--- src/rtl/lap_stopwatch_pkg.sv ---
// Shared types and defaults for the lap stopwatch.
// Stopwatch FSM states and parameter defaults.
package lap_stopwatch_pkg;

  typedef enum logic [1:0] {
    ST_IDLE = 2'd0,
    ST_RUN  = 2'd1,
    ST_DONE = 2'd2
  } sw_state_e;

  localparam int DEF_CNT_W     = 32;
  localparam int DEF_PRESCALE  = 1;
  localparam int DEF_LAP_DEPTH = 4;
  localparam int DEF_WRAP      = 1;
  localparam int PRE_W         = 16;

endpackage

--- src/rtl/lap_fifo.sv ---
// Lap capture FIFO: circular buffer, sync flush,
// head shown straight from storage (zero when empty).
module lap_fifo
  import lap_stopwatch_pkg::*;
#(
  parameter int WIDTH = 8,
  parameter int DEPTH = 4
) (
  input  logic             clk,
  input  logic             rst_n,
  input  logic             flush,
  input  logic             push,
  input  logic             pop,
  input  logic [WIDTH-1:0] din,
  output logic             full,
  output logic             empty,
  output logic [WIDTH-1:0] head
);

  localparam int AW = $clog2(DEPTH);

  logic [WIDTH-1:0] mem [DEPTH];
  logic [AW:0]      wr_ptr;
  logic [AW:0]      rd_ptr;
  logic             do_push;
  logic             do_pop;

  assign empty = (wr_ptr == rd_ptr);
  assign full  = (wr_ptr[AW] != rd_ptr[AW]) &&
                 (wr_ptr[AW-1:0] == rd_ptr[AW-1:0]);

  // a pop frees the slot, so push into a full FIFO works then
  assign do_pop  = pop && !empty;
  assign do_push = push && (!full || do_pop);

  assign head = empty ? '0 : mem[rd_ptr[AW-1:0]];

  always_ff @(posedge clk or negedge rst_n) begin
    if (!rst_n) begin
      wr_ptr <= '0;
      rd_ptr <= '0;
    end else if (flush) begin
      wr_ptr <= '0;
      rd_ptr <= '0;
    end else begin
      if (do_push) wr_ptr <= wr_ptr + (AW+1)'(1);
      if (do_pop)  rd_ptr <= rd_ptr + (AW+1)'(1);
    end
  end

  always_ff @(posedge clk) begin
    if (do_push && !flush) mem[wr_ptr[AW-1:0]] <= din;
  end

endmodule

--- src/rtl/lap_stopwatch.sv ---
// Prescaled up/down stopwatch with wrap/saturate
// terminal handling and a lap capture FIFO.
module lap_stopwatch
  import lap_stopwatch_pkg::*;
#(
  parameter int CNT_W     = DEF_CNT_W,
  parameter int PRESCALE  = DEF_PRESCALE,
  parameter int LAP_DEPTH = DEF_LAP_DEPTH,
  parameter int WRAP      = DEF_WRAP
) (
  input  logic             clk,
  input  logic             rst_n,
  input  logic             start,
  input  logic             stop,
  input  logic             clear,
  input  logic             dir,
  input  logic             load,
  input  logic [CNT_W-1:0] load_val,
  input  logic             lap,
  input  logic             lap_ready,
  output logic [CNT_W-1:0] count,
  output logic             running,
  output logic             done,
  output logic             ovf,
  output logic             lap_valid,
  output logic [CNT_W-1:0] lap_data,
  output logic             lap_drop
);

  localparam logic [CNT_W-1:0] CNT_MAX  = {CNT_W{1'b1}};
  localparam logic [PRE_W-1:0] PRE_LAST = PRE_W'(PRESCALE - 1);

  sw_state_e        state;
  sw_state_e        state_nxt;
  logic [CNT_W-1:0] count_nxt;
  logic [PRE_W-1:0] pre;
  logic [PRE_W-1:0] pre_nxt;
  logic             ovf_nxt;
  logic             drop_nxt;
  logic             tick;

  logic             f_full;
  logic             f_empty;
  logic             f_push;
  logic             f_pop;

  assign lap_valid = !f_empty;
  assign f_pop     = lap_valid && lap_ready;
  assign f_push    = lap && !clear;

  assign running = (state == ST_RUN);
  assign done    = (state == ST_DONE);

  always_ff @(posedge clk or negedge rst_n) begin
    if (!rst_n) begin
      state    <= ST_IDLE;
      count    <= '0;
      pre      <= '0;
      ovf      <= 1'b0;
      lap_drop <= 1'b0;
    end else begin
      state    <= state_nxt;
      count    <= count_nxt;
      pre      <= pre_nxt;
      ovf      <= ovf_nxt;
      lap_drop <= drop_nxt;
    end
  end

  always_comb begin
    state_nxt = state;
    count_nxt = count;
    pre_nxt   = pre;
    ovf_nxt   = ovf;
    tick      = 1'b0;

    if (clear) begin
      state_nxt = ST_IDLE;
      count_nxt = '0;
      pre_nxt   = '0;
      ovf_nxt   = 1'b0;
    end else if (load) begin
      state_nxt = ST_IDLE;
      count_nxt = load_val;
      pre_nxt   = '0;
    end else begin
      unique case (state)
        ST_IDLE: begin
          if (start && !stop) state_nxt = ST_RUN;
        end
        ST_RUN: begin
          // stop freezes the prescaler so phase survives a restart
          if (stop) begin
            state_nxt = ST_IDLE;
          end else if (pre == PRE_LAST) begin
            pre_nxt = '0;
            tick    = 1'b1;
          end else begin
            pre_nxt = pre + PRE_W'(1);
          end
        end
        ST_DONE: ;
        default: state_nxt = ST_IDLE;
      endcase
    end

    if (tick) begin
      if (!dir) begin
        if (count == CNT_MAX) begin
          if (WRAP != 0) begin
            count_nxt = '0;
            ovf_nxt   = 1'b1;
          end else begin
            state_nxt = ST_DONE;
          end
        end else begin
          count_nxt = count + CNT_W'(1);
        end
      end else begin
        if (count == '0) begin
          if (WRAP != 0) begin
            count_nxt = CNT_MAX;
            ovf_nxt   = 1'b1;
          end else begin
            state_nxt = ST_DONE;
          end
        end else begin
          count_nxt = count - CNT_W'(1);
        end
      end
    end
  end

  always_comb begin
    drop_nxt = lap_drop;
    if (clear)
      drop_nxt = 1'b0;
    else if (f_push && f_full && !f_pop)
      drop_nxt = 1'b1;
  end

  lap_fifo #(
    .WIDTH (CNT_W),
    .DEPTH (LAP_DEPTH)
  ) u_fifo (
    .clk   (clk),
    .rst_n (rst_n),
    .flush (clear),
    .push  (f_push),
    .pop   (f_pop),
    .din   (count),
    .full  (f_full),
    .empty (f_empty),
    .head  (lap_data)
  );

endmodule

--- config.mk ---
export PLATFORM = sky130hd
export DESIGN_NAME = lap_stopwatch
export DESIGN_NICKNAME = d
export VERILOG_FILES = /design/src/rtl/lap_stopwatch_pkg.sv /design/src/rtl/lap_fifo.sv /design/src/rtl/lap_stopwatch.sv
export SDC_FILE = /design/constraint.sdc
export NUM_CORES = 1
export LEC_CHECK = 0
export ABC_AREA = 1
export ABC_CLOCK_PERIOD_IN_PS = 4590
export BUFFER_PORTS_ARGS = -buffer_cell sky130_fd_sc_hd__buf_2
export CELL_PAD_IN_SITES_DETAIL_PLACEMENT = 2
export CELL_PAD_IN_SITES_GLOBAL_PLACEMENT = 2
export CORE_ASPECT_RATIO = 1.4
export CORE_MARGIN = 10
export CORE_UTILIZATION = 38
export CTS_CLUSTER_DIAMETER = 120
export DETAILED_ROUTE_END_ITERATION = 7
export GPL_TIMING_DRIVEN = 0
export PLACE_DENSITY_LB_ADDON = 0.08
export SETUP_SLACK_MARGIN = 0.02
export SLEW_MARGIN = 0
export SYNTH_ARGS = -nofsm -noshare
export SYNTH_HDL_FRONTEND = slang
export SYNTH_SLANG_ARGS = --single-unit
--- constraint.sdc ---
create_clock -name clk -period 4.59 [get_ports clk]
set_input_delay 0.6885 -clock clk [delete_from_list [all_inputs] [get_ports clk]]
set_output_delay 0.6885 -clock clk [all_outputs]
set_load 0.005 [all_outputs]
==> flow_summary.yaml <==
synthesis:
  ys_types: 39
  synthArstFlopShare: 0.308
  seq_area_frac_synth: 0.503
  syn_area_per_cell_um2: 7.86
  ys_warn_count: 0
  syn_nets: 1385
  synth_edf_count: 128
  synth_cells: 1334
  syn_area_mm2: 0.0105
  yosys_most_used_dff: "edfxtp_1"
  yosys_register_bits: 185
grt:
  antenna_found_initial: 0
  grt_pass1_wl_mm: 67.1
  grt_usage: 0.250
  grt_max_degree: 58
  grt_overflow: 0
  grt_pass1_vias: 11300
clock_tree:
  cts_made_buffers: 17
  clk_path_buf_depth: 2
  post_cts_buffers: 0
  clk_latency_ns: 0.45
  root_buffer: "clkbuf_16"
  cts_resized: 0
  clkSinkCount: 185
  cts_hold_buffers: 0
  cts_tree: "yes"
  path_clk_slew_ns: 0.07
  htreeDepth: 4
power_and_ir_drop:
  p_comb_frac: 0.237
  switchingPower_uw: 1500
  pwr-share-seq: 0.444
  total_power_uw: 4430
  pwr-share-clk: 0.320
  internal-power_uw: 2930
  swShare: 0.338
  ir_worst_vdd_mv: 0.243
  p_leak_uw: 0.00521
  cellPowerDensity_mw_per_mm2: 365
timing:
  skew_ns: 0.0110
  period_needed_ns: 3.40
  layout_setup_ws_ns: 1.19
  drv_slew: 0
  finalCritPeriodShare: 0.740
  rsz0062_at_grt: "no"
  finalHoldViolCount: 0
  max_freq_ghz: 0.294
  worst_slew_pin_slew_ns: 0.894
  setup_viol: 0
  slew_headroom: 0.404
floorplan:
  die_area_mm2: 0.0347
  num_rows: 71
  die_w_um: 160
  ios: 110
  die_h_um: 216
  core_mm2: 0.0270
  start_util: 0.388
cells_and_area:
  diodes: 0
  post-route-cell-area_mm2: 0.0121
  nets: 1516
  area_growth_pct: 15.8
  layout_commonest_cell: "nand2_1"
  drive_gt1_frac: 0.164
  final_cells: 1843
  final_cell_mix: "388 x nand2_1, 204 x nor2_1, 131 x buf_2, 128 x edfxtp_1, 111 x inv_1"
  fillCellCount: 3262
routing:
  detail_route.iter0.violations: 508
  routed_wl_mm: 43.9
  drt-wirelength-per-cell_um: 23.8
  vias: 10000
  viasPerCell: 5.44
  first_pass_iters: 4
  drc: 0
  postRouteAntennaNets: 0
worst_setup_path:
  start_kind: "register"
  crit_start: "u_fifo.rd_ptr[0]"
  crit_chain: "inv_1 > clkbuf_1 > clkbuf_1 > o21ai_0 > o22ai_1 > nand2_1 > inv_1 > buf_2"
  r2r-start: "u_fifo.rd_ptr[1]"
  end_kind: "output port"
  worstSetupPathType: "register to output port"
  crit_slowest_cell: "dfrtp_1"
  cp_slowest_stage_delay_ns: 0.46
  crit_required_ns: 3.90
  critPathArrivalTime_ns: 2.71
  cp_max_fo: 10
placed_design:
  place_area_mm2: 0.0116
  hpwlAfterDp_mm: 32.5
  post-place-ws_ns: 1.60
  port_buffers: 108
  place.gp.congestion: 0.933
  dp.cells: 1811
job:
  cap_violations: 0
run_status:
  status: "completed"
hold_path:
  worstHoldPathType: "input port to async pin"
[through the flow]
| step | hold slack, ns | util | setup TNS, ns |
|---|---|---|---|
| finish | 0.312 | 0.449 | 0 |
| global route | 0.378 | 0.449 | 0 |
| CTS | 0.350 | 0.449 | 0 |
| detailed placement | 0.486 | 0.429 | 0 |
| global placement | 0.468 | 0.425 | -8.10 |
| floorplan | 0.393 | - | 0 |
[flip-flops by register name, summed over array words and instances, names as in the netlist]
register,flops
lap_drop,1
count,32
u_fifo.mem,128
pre,16
ovf,1
state,1
u_fifo.rd_ptr,3
u_fifo.wr_ptr,3
[critical path, delay by kind of cell, from the launching register on]
family          cells  cell delay, ns
flops               1            0.46
simple gates        1            0.13
buf+inv             5            1.25
compound gates      2            0.41
[cells in the mapped netlist (7+ instances only)]
library cell | n | area, um2
nand2_1 | 388 | 1460
nor2_1 | 208 | 781
edfxtp_1 | 128 | 3840
inv_1 | 111 | 417
nand3_1 | 98 | 490
o21ai_0 | 88 | 440
dfrtp_1 | 57 | 1430
o22ai_1 | 33 | 206
clkbuf_1 | 32 | 120
a21oi_1 | 28 | 140
buf_2 | 24 | 120
a21oi_2 | 19 | 166
nand4_1 | 19 | 119
nor2_2 | 18 | 113
inv_2 | 11 | 41.3
ha_1 | 10 | 125
xor2_1 | 10 | 87.6
o21ai_1 | 7 | 35.0
[area by class of cell]
cell class,instances,area (um2),area share
inverter,124,468,0.0386
tap,365,457,0.0376
clock buffer,18,429,0.0354
timing repair buffer,112,631,0.0520
sequential,185,5270,0.434
multi-input combinational,957,4420,0.364
buffer,68,350,0.0289
clock inverter,14,108,0.00887
[logic make-up (layout without fill, tap and decap cells)]
group	after synthesis	in the layout	share of synthesized area
buf+inv	192	336	0.0781
simple gates	754	754	0.299
compound gates	179	179	0.0973
fa+ha+maj	10	10	0.0119
flops	185	185	0.503
other cells	1	1	0.000358
xor+xnor	13	13	0.0109
[layer usage]
| metal | up-vias | wire length, um | part of all wire | track usage |
|---|---|---|---|---|
| li1 | 4607 | - | - | - |
| met1 | 5076 | 17500 | 0.40 | 0.279 |
| met2 | 246 | 22900 | 0.52 | 0.457 |
| met3 | 104 | 1310 | 0.030 | 0.0313 |
| met4 | 0 | 2180 | 0.050 | 0.126 |
| met5 | - | 0 | 0 | 0 |
[power groups by stage]
stage / clock network, uW / logic, uW / registers [uW]
after floorplan: 0 / 585 / 1950
after global placement: 0 / 963 / 1990
after detailed placement: 0 / 1040 / 1990
after CTS: 1430 / 1060 / 1960
after global routing: 1490 / 1160 / 1970
final: 1420 / 1050 / 1960
[path summary, 6_finish.rpt]
check                                    to  slack, ns  depth (start not counted)
setup / recovery               lap_data[25]       1.19                          8
hold / removal                     count[5]       0.31                          1
setup reg to reg           u_fifo.mem[0][1]       1.52                         10
hold reg to reg                     pre[12]       0.49                          1
max in group asynchronous  u_fifo.rd_ptr[1]       3.65                          1
min in group clk                   state[0]       0.42                          2
Note: power is estimated with default switching activity, not from simulation.
